## src/rtl/wb_pkg.sv

```systemverilog
`default_nettype none
// ============================================================================
// Module   : wb_pkg
// Brief    : Writeback-stage types, constants and load extraction helper.
// Revision : 1.0 - initial release
// ============================================================================
package wb_pkg;

    typedef enum logic [2:0] {
        LT_LW  = 3'd0,
        LT_LB  = 3'd1,
        LT_LBU = 3'd2,
        LT_LH  = 3'd3,
        LT_LHU = 3'd4
    } load_type_t;

    localparam logic [4:0] REG_ZERO   = 5'd0;
    localparam int         MD_ENTRY_W = 37;

    // Byte k of the little-endian word lives in bits [8k+7:8k]; undefined codes act as LW.
    function automatic logic [31:0] load_extend(
        input logic [31:0] word,
        input logic [2:0]  ltype,
        input logic [1:0]  off
    );
        logic [7:0]  w_byte;
        logic [15:0] w_half;
        w_byte = 8'(word >> {off, 3'b000});
        w_half = 16'(word >> {off[1], 4'b0000});
        case (ltype)
            LT_LB:   return {{24{w_byte[7]}}, w_byte};
            LT_LBU:  return {24'd0, w_byte};
            LT_LH:   return {{16{w_half[15]}}, w_half};
            LT_LHU:  return {16'd0, w_half};
            default: return word;
        endcase
    endfunction

endpackage
`default_nettype wire

```

## src/rtl/md_result_fifo.sv

```systemverilog
`default_nettype none
// ============================================================================
// Module   : md_result_fifo
// Brief    : Small power-of-two FIFO holding {reg, data} mult/div results.
// Revision : 1.0 - initial release
// ============================================================================
module md_result_fifo #(
    parameter int DEPTH = 2,
    parameter int WIDTH = 37
) (
    input  logic             clk,
    input  logic             reset,
    input  logic             push,
    input  logic             pop,
    input  logic [WIDTH-1:0] push_data,
    output logic             full,
    output logic             empty,
    output logic [WIDTH-1:0] head
);

    localparam int c_ptr_w = $clog2(DEPTH);
    localparam int c_cnt_w = $clog2(DEPTH) + 1;

    logic [WIDTH-1:0]   r_mem [DEPTH];
    logic [c_ptr_w-1:0] r_rd_ptr;
    logic [c_ptr_w-1:0] r_wr_ptr;
    logic [c_cnt_w-1:0] r_count;

    // Pointers wrap naturally because DEPTH is a power of two.
    always_ff @(posedge clk or posedge reset) begin
        if (reset) begin
            r_rd_ptr <= '0;
            r_wr_ptr <= '0;
            r_count  <= '0;
        end else begin
            if (push) r_wr_ptr <= r_wr_ptr + c_ptr_w'(1);
            if (pop)  r_rd_ptr <= r_rd_ptr + c_ptr_w'(1);
            case ({push, pop})
                2'b10:   r_count <= r_count + c_cnt_w'(1);
                2'b01:   r_count <= r_count - c_cnt_w'(1);
                default: r_count <= r_count;
            endcase
        end
    end

    always_ff @(posedge clk) begin
        if (push) r_mem[r_wr_ptr] <= push_data;
    end

    assign full  = (r_count == c_cnt_w'(DEPTH));
    assign empty = (r_count == '0);
    assign head  = r_mem[r_rd_ptr];

endmodule
`default_nettype wire

```

## src/rtl/wb_stage.sv

```systemverilog
`default_nettype none
// ============================================================================
// Module   : wb_stage
// Brief    : MEM/WB register, load extension, mult/div result merge and
//            starvation guard driving the register-file write port.
// Revision : 1.0 - initial release
// ============================================================================
module wb_stage
    import wb_pkg::*;
#(
    parameter int MD_FIFO_DEPTH = 2,
    parameter int STARVE_LIMIT  = 4
) (
    input  logic        clk,
    input  logic        reset,
    input  logic        mem_valid,
    input  logic        mem_regwrite,
    input  logic [4:0]  mem_writereg,
    input  logic        mem_memtoreg,
    input  logic [31:0] mem_alu_result,
    input  logic [31:0] mem_load_data,
    input  logic [2:0]  mem_load_type,
    input  logic [1:0]  mem_byte_off,
    input  logic        stall,
    input  logic        flush,
    input  logic        md_valid,
    output logic        md_ready,
    input  logic [4:0]  md_writereg,
    input  logic [31:0] md_data,
    output logic        regwrite,
    output logic [4:0]  writereg,
    output logic [31:0] writedata,
    output logic        wb_src_md,
    output logic        stall_req
);

    localparam int                 c_cnt_w    = $clog2(STARVE_LIMIT + 1);
    localparam logic [c_cnt_w-1:0] c_cnt_last = c_cnt_w'(STARVE_LIMIT - 1);
    localparam logic [c_cnt_w-1:0] c_cnt_max  = c_cnt_w'(STARVE_LIMIT);

    logic        r_wb_valid;
    logic [4:0]  r_wb_reg;
    logic [31:0] r_wb_data;
    logic [c_cnt_w-1:0] r_starve_cnt;
    logic        r_stall_req;

    logic [31:0]           w_mem_data;
    logic                  w_wb_load;
    logic                  w_fifo_full;
    logic                  w_fifo_empty;
    logic [MD_ENTRY_W-1:0] w_fifo_head;
    logic                  w_push;
    logic                  w_pop;
    logic                  w_denied;

    assign w_mem_data = mem_memtoreg ? load_extend(mem_load_data, mem_load_type, mem_byte_off)
                                     : mem_alu_result;
    assign w_wb_load  = !(stall || flush || r_stall_req);

    // A bubble keeps the previous reg/data so an idle port holds its last values.
    always_ff @(posedge clk or posedge reset) begin
        if (reset) begin
            r_wb_valid <= 1'b0;
            r_wb_reg   <= REG_ZERO;
            r_wb_data  <= '0;
        end else if (w_wb_load) begin
            r_wb_valid <= mem_valid && mem_regwrite && (mem_writereg != REG_ZERO);
            r_wb_reg   <= mem_writereg;
            r_wb_data  <= w_mem_data;
        end else begin
            r_wb_valid <= 1'b0;
        end
    end

    // Writes to register 0 are accepted from the unit but never stored.
    assign md_ready = !w_fifo_full;
    assign w_push   = md_valid && md_ready && (md_writereg != REG_ZERO);
    assign w_pop    = !r_wb_valid && !w_fifo_empty;
    assign w_denied = r_wb_valid && !w_fifo_empty;

    md_result_fifo #(
        .DEPTH (MD_FIFO_DEPTH),
        .WIDTH (MD_ENTRY_W)
    ) u_md_fifo (
        .clk       (clk),
        .reset     (reset),
        .push      (w_push),
        .pop       (w_pop),
        .push_data ({md_writereg, md_data}),
        .full      (w_fifo_full),
        .empty     (w_fifo_empty),
        .head      (w_fifo_head)
    );

    always_comb begin
        regwrite  = r_wb_valid;
        writereg  = r_wb_reg;
        writedata = r_wb_data;
        wb_src_md = 1'b0;
        if (w_pop) begin
            regwrite  = 1'b1;
            writereg  = w_fifo_head[36:32];
            writedata = w_fifo_head[31:0];
            wb_src_md = 1'b1;
        end
    end

    // stall_req holds until the bubble it forced lets the head drain.
    always_ff @(posedge clk or posedge reset) begin
        if (reset) begin
            r_starve_cnt <= '0;
            r_stall_req  <= 1'b0;
        end else begin
            if (w_pop || w_fifo_empty) begin
                r_starve_cnt <= '0;
            end else if (w_denied && (r_starve_cnt != c_cnt_max)) begin
                r_starve_cnt <= r_starve_cnt + c_cnt_w'(1);
            end

            if (w_pop) begin
                r_stall_req <= 1'b0;
            end else if (w_denied && (r_starve_cnt == c_cnt_last)) begin
                r_stall_req <= 1'b1;
            end
        end
    end

    assign stall_req = r_stall_req;

endmodule
`default_nettype wire
```

## config.mk

```make
export PLATFORM = sky130hd
export DESIGN_NAME = wb_stage
export DESIGN_NICKNAME = d
export VERILOG_FILES = /design/src/rtl/wb_pkg.sv /design/src/rtl/md_result_fifo.sv /design/src/rtl/wb_stage.sv
export SDC_FILE = /design/constraint.sdc
export NUM_CORES = 1
export LEC_CHECK = 0
export CORE_MARGIN = 4
export CORE_UTILIZATION = 39
export DETAILED_ROUTE_END_ITERATION = 6
export DONT_BUFFER_PORTS = 1
export HOLD_SLACK_MARGIN = 0.05
export PLACE_DENSITY = 0.57
export REMOVE_ABC_BUFFERS = 1
export SETUP_SLACK_MARGIN = 0.5
export SKIP_CTS_REPAIR_TIMING = 1
export SLEW_MARGIN = 30
export SYNTH_ARGS = -nofsm -noshare
export SYNTH_HDL_FRONTEND = slang
export SYNTH_SLANG_ARGS = --single-unit
```

## constraint.sdc

```tcl
create_clock -name clk -period 3.5 [get_ports clk]
set_clock_uncertainty 0.15 [all_clocks]
set_input_delay 0.525 -clock clk [delete_from_list [all_inputs] [get_ports clk]]
set_output_delay 0.525 -clock clk [all_outputs]
set_load 0.02 [all_outputs]
```

## Word level (Yosys, flattened, before mapping)

Memories as Yosys holds them, arrays and structs flattened.
Index checks and enable logic that the tools add are counted.

| storage, ports and cells | value |
|---|---|
| bits in registers | 46 |
| bits in latches | 0 |
| bits in writable memories | 74 |
| bits in read-only memories | 0 |
| input bits | 119 |
| output and inout port bits | 41 |
| logic and storage cells | 59 |
| memories | 1 |

Memory list:

| name | words | width | read ports | clocked after Yosys merged registers in | write ports | RTL line | text |
|---|---|---|---|---|---|---|---|
| u_md_fifo.r_mem | 2 | 37 | 1 | 0 | 1 | md_result_fifo.sv:24 | `logic [WIDTH-1:0] r_mem [DEPTH];` |

| cells by class | value |
|---|---|
| add/subtract/negate cells | 5 |
| multipliers | 0 |
| div/mod/pow operators | 0 |
| order comparisons | 0 |
| equal/unequal tests | 9 |
| shift-type cells | 2 |
| mux-type cells | 14 |
| bitwise operators | 0 |
| reductions and logical operators | 20 |

Operators with widths:

| cell | number |
|---|---|
| one-hot mux 32 bit (4 select lines) | 1 |
| 2-to-1 mux 32 bit | 2 |
| right shift 32 x 5 -> 16 bit | 1 |
| right shift 32 x 5 -> 8 bit | 1 |
| nonzero test 5 bit | 2 |
| == test 3 x 2 -> 1 bit (second input constant) | 3 |
| logical AND 1 bit | 8 |
| 2-to-1 mux 1 bit | 7 |
| 2-to-1 mux 3 bit | 2 |
| nonzero test 2 bit | 3 |
| 2-to-1 mux 5 bit | 1 |
| == test 2 bit (second input constant) | 2 |
| one-hot mux 2 bit (2 select lines) | 1 |
| adder 3 x 1 -> 3 bit (second input constant) | 1 |
| == test 3 x 1 -> 1 bit (second input constant) | 1 |
| == test 3 bit (second input constant) | 1 |
| zero test 1 bit | 3 |
| logical OR 1 bit | 3 |
| inequality test 3 bit (second input constant) | 1 |
| adder 1 bit (second input constant) | 2 |
| adder 2 x 1 -> 2 bit (second input constant) | 1 |
| == test 2 x 1 -> 1 bit (second input constant) | 1 |
| zero test 2 bit | 1 |
| subtractor 2 x 1 -> 2 bit (second input constant) | 1 |

## Depth between registers and ports, before layout

| logic depth | value |
|---|---|
| depth in word-level cells | 6 |
| mapped depth | 9 |

## Modules after synthesis

A second synthesis with hierarchy kept.

| unflattened totals | value |
|---|---|
| cells, all modules | 492 |
| area total of the unflattened synthesis | 6182.2 sq um |

By module, submodules not included:

| module | instances | cells each | area each (sq um) |
|---|---|---|---|
| wb_stage | 1 | 360 | 3241.9 |
| md_result_fifo | 1 | 132 | 2940.3 |

## Worst setup path after synthesis

OpenSTA, ideal clock, no wires.

| timing | value |
|---|---|
| kind | register -> register |
| start | register u_md_fifo.r_count[0] |
| end | memory u_md_fifo.r_mem[0][0] (enable) |
| data arrival time | 2.598 ns |
| slack | 0.321 ns |
| stages on the path, launching flop included | 5 |
| clock period less this slack | 3.179 ns |
| path through | dfrtp_1 clkbuf_1 nand2b_1 o211ai_1 nor2_1 |

| on the way | value |
|---|---|
| longest elaborated chain between the ends | 6 |

Ends and longest elaborated chain:

| element | RTL line | text |
|---|---|---|
| from (decl) | md_result_fifo.sv:27 | `logic [c_cnt_w-1:0] r_count;` |
| from (signal assigned) | md_result_fifo.sv:39 | `2'b10: r_count <= r_count + c_cnt_w'(1);` |
| from (signal assigned) | md_result_fifo.sv:40 | `2'b01: r_count <= r_count - c_cnt_w'(1);` |
| from (signal assigned) | md_result_fifo.sv:41 | `default: r_count <= r_count;` |
| == test 2 bit | md_result_fifo.sv:50 | `assign full = (r_count == c_cnt_w'(DEPTH));` |
| zero test 1 bit | wb_stage.sv:76 | `assign md_ready = !w_fifo_full;` |
| net md_ready | wb_stage.sv:27 | `output logic md_ready,` |
| logical AND 1 bit (2 in a row) | wb_stage.sv:77 | `assign w_push = md_valid && md_ready && (md_writereg != REG_ZERO);` |
| 2-to-1 mux 1 bit | md_result_fifo.sv:47 | `if (push) r_mem[r_wr_ptr] <= push_data;` |
| 2-to-1 mux 1 bit (not written as such) | md_result_fifo.sv:47 |  |
| to (decl) | md_result_fifo.sv:24 |  |

The timed path passes the listed nets, and every way through them passes these cells.

## Final worst setup path

| timing | value |
|---|---|
| start | register u_md_fifo.r_count[0] |
| end | output writedata[29] |

| on the way | value |
|---|---|
| longest elaborated chain between the ends | 4 |

Ends and longest elaborated chain:

| element | RTL line | text |
|---|---|---|
| zero test 2 bit | md_result_fifo.sv:51 | `assign empty = (r_count == '0);` |
| zero test 1 bit | wb_stage.sv:78 | `assign w_pop = !r_wb_valid && !w_fifo_empty;` |
| logical AND 1 bit | wb_stage.sv:78 |  |
| 2-to-1 mux 32 bit | wb_stage.sv:100 | `if (w_pop) begin` |
| to (decl) | wb_stage.sv:32 | `output logic [31:0] writedata,` |

Every way passes these cells.

==> flow_metrics.tcl <==
set metrics [dict create \
    io_buffers 0 \
    clock-sinks 120 \
    rrSetupSlack_ns 1.10 \
    drc_errors 0 \
    cts_tree "yes" \
    seqCellArea_um2 3370 \
    largest_reg_flops 74 \
    drv_slew 0 \
    clk_path_buf_depth 2 \
    synthTopCellsByArea "edfxtp_1 39%, dfrtp_1 20%, mux2i_1 8.2%" \
    ys_seq_area_share_pct 58.7 \
    min-delay-path-class "primary input to flip-flop" \
    setup.worst_path.class "flip-flop to output pin" \
    status "complete, no violations" \
    initial_utilization_pct 39.7 \
    endpoint "writedata[29]" \
    synth_top_area_share_pct 38.7 \
    clkPwrFrac_pct 31.2 \
    fp.dieW_um 129 \
    r2r_start "u_md_fifo.r_count[0]" \
    drv_cap 0 \
    holdPathStages 2 \
    placed_cells 672 \
    synthCells 513 \
    pwr-share-comb_pct 31.1 \
    hpwlAfterDp_mm 11.2 \
    vias 4154 \
    startpoint_type "flip-flop" \
    ys_warn_count 0 \
    fin_cells 741 \
    grt_antenna_before_repair 0 \
    layout-drive-gt1-share_pct 10.2 \
    p_seq_share_pct 37.7 \
    r2r-end "u_md_fifo.r_mem[0][32]" \
    placeableCoreArea_um2 14500 \
    placed_cell_area_um2 5970 \
    die-area_um2 16700 \
    wl_per_cell_um 22.0 \
    fin_crit_sh_pct 82.9 \
    swShare_pct 36.1 \
    multi_input_area_um2 2220 \
    hold_violations 0 \
    drtIter0Drc 272 \
    vdd_ir_drop_max_uv 446 \
    ios 160 \
    cts_root_buf "clkbuf_16" \
    p_leak_nw 2.60 \
    powerDensity_nw_per_um2 761 \
    syn_area_per_cell_um2 11.2 \
    cts_buffers 17 \
    clkLatencyLatePin_ns 0.40 \
    yosysTopAreaCell "edfxtp_1" \
    gr-total-overflow 0 \
    grt_pass1_vias 4101 \
    internal-power_w 0.00336 \
    cp-end-kind "output pin" \
    switching_power_w 0.00190 \
    cp-startpoint "u_md_fifo.r_count[0]" \
    n_antenna_cell 0 \
    required_ns 2.82 \
    drtAntennaViolNets 0 \
    ys_types 37 \
    report.final.setup_viol 0 \
    cts.clk_slew.worst_paths_ns 0.05 \
    grt_setup_unrepaired "no" \
    area_growth_pct 20.3 \
    gp_congestion 0.861 \
    syn-cell-area_um2 5750 \
    dr.pass1.iters 5 \
    period_minus_slack_ns 2.90 \
    rr_worst_depth 4 \
    grt_max_degree 66 \
    drt-vias-per-instance 5.61 \
    relSlewSlack_pct 40.0 \
    ys_seq_elements 120 \
    worst_pin_slew_ns 0.897 \
    grtUsageTotal_pct 19.4 \
    setup_tns_ns 0 \
    grt_pass1_wl_mm 24.0 \
    fillers 1289 \
    design_area_um2 6910 \
    layout.nets 668 \
    cp_max_fo 65 \
    rows 44 \
    htree_levels 4 \
    die_h_um 129 \
    cp.arrival_ns 2.23 \
    fmax_mhz 345 \
    routed_wl_mm 16.3 \
]
==> layer usage <==
layer  global-route usage (%)  routed length (um)
met4                     8.52                 484
met2                     31.1                7980
met1                     23.4                6580
met5                        0                   0
met3                     7.54                1260
==> stage by stage <==
stage	setup slack, ns	hold WS [ns]	power, W	util (%)
6_report	0.598	0.0742	0.00526	47.8
4_1_cts	0.540	-0.0415	0.00528	45.1
3_5_place_dp	0.875	0.323	0.00363	41.3
5_1_grt	0.489	0.0523	0.00554	47.8
2_1_floorplan	0.429	0.296	0.00318	-
3_3_place_gp	0.929	0.313	0.00360	41.2
==> kinds of logic after synthesis <==
kind of cell    after synthesis  share of synthesized area [%]
simple gates                155                           12.5
compound gates              127                           13.3
flops                       120                           58.7
mux                          56                           10.1
buf+inv                      42                           3.18
xor+xnor                      9                           1.37
fa+ha+maj                     4                          0.871
==> Yosys cell counts <==
library cell  number
edfxtp_1          74
nand3_1            2
or2_2              1
buf_4              1
mux2i_1           47
or3b_2             2
nand2_1           80
nor3_4             1
clkbuf_1          24
mux4_2             1
nor2_1            30
a41oi_1            1
nor2b_1            1
nor3b_1            1
nand3b_1           2
nand4b_1           1
o21ai_0           57
xor2_1             3
or4_1              1
a221oi_1           8
nor3_1             9
nand2b_1           2
ha_1               4
buf_2              5
xnor2_1            6
and3b_1            1
buf_1              2
buf_6              2
a21oi_1           24
and4bb_4           1
o31ai_1           14
a22oi_1           21
inv_1              8
dfrtp_1           46
o211ai_1           2
or3_1             20
mux2_2             8
==> power groups by stage <==
stage | logic (W) | registers [W] | clock network [W]
2_1_floorplan | 0.00116 | 0.00203 | 0
3_3_place_gp | 0.00160 | 0.00200 | 0
3_5_place_dp | 0.00162 | 0.00201 | 0
4_1_cts | 0.00162 | 0.00198 | 0.00167
5_1_grt | 0.00178 | 0.00201 | 0.00175
6_report | 0.00164 | 0.00198 | 0.00164
==> critical path, cell delays in order, from the launching register on <==
cell and delay [ns]:
dfrtp_1 0.47, nor2_1 0.08, or2_2 0.40, buf_12 0.24
o21ai_0 0.62
==> final cells by class <==
class | instances | share of cell area, %
repair buffers | 47 | 7.20
clock buffers | 17 | 6.15
inverters | 8 | 0.471
clock inverters | 14 | 1.95
flip-flops and latches | 120 | 48.8
multi-input cells | 351 | 32.1
well taps | 184 | 3.33
==> how the worst min path moves through the flow <==
stage	from	endpoint
6_report	mem_writereg[1]	r_wb_reg[1]
5_1_grt	mem_writereg[1]	r_wb_reg[1]
4_1_cts	reset	r_wb_data[6]
3_5_place_dp	r_wb_reg[1]	r_wb_reg[1]
3_3_place_gp	r_wb_reg[1]	r_wb_reg[1]
2_1_floorplan	r_wb_reg[0]	r_wb_reg[0]
==> cell usage in the layout (no fill, tap or decap), drive strengths merged, types with 2 or more instances in the layout <==
cell         synthesis  final
nand2               80     80
edfxtp              74     74
o21ai               57     57
mux2i               47     47
dfrtp               46     46
dlygate4sd3          0     38
nor2                30     30
a21oi               24     24
a22oi               21     21
or3                 20     20
clkbuf              24     17
o31ai               14     14
nor3                10     10
buf                 10      9
mux2                 8      8
a221oi               8      8
inv                  8      8
clkinv               0      7
xnor2                6      6
clkinvlp             0      5
ha                   4      4
xor2                 3      3
nand3b               2      2
nand3                2      2
nand2b               2      2
or3b                 2      2
o211ai               2      2
bufinv               0      2
Power figures use the tool's default switching activity.
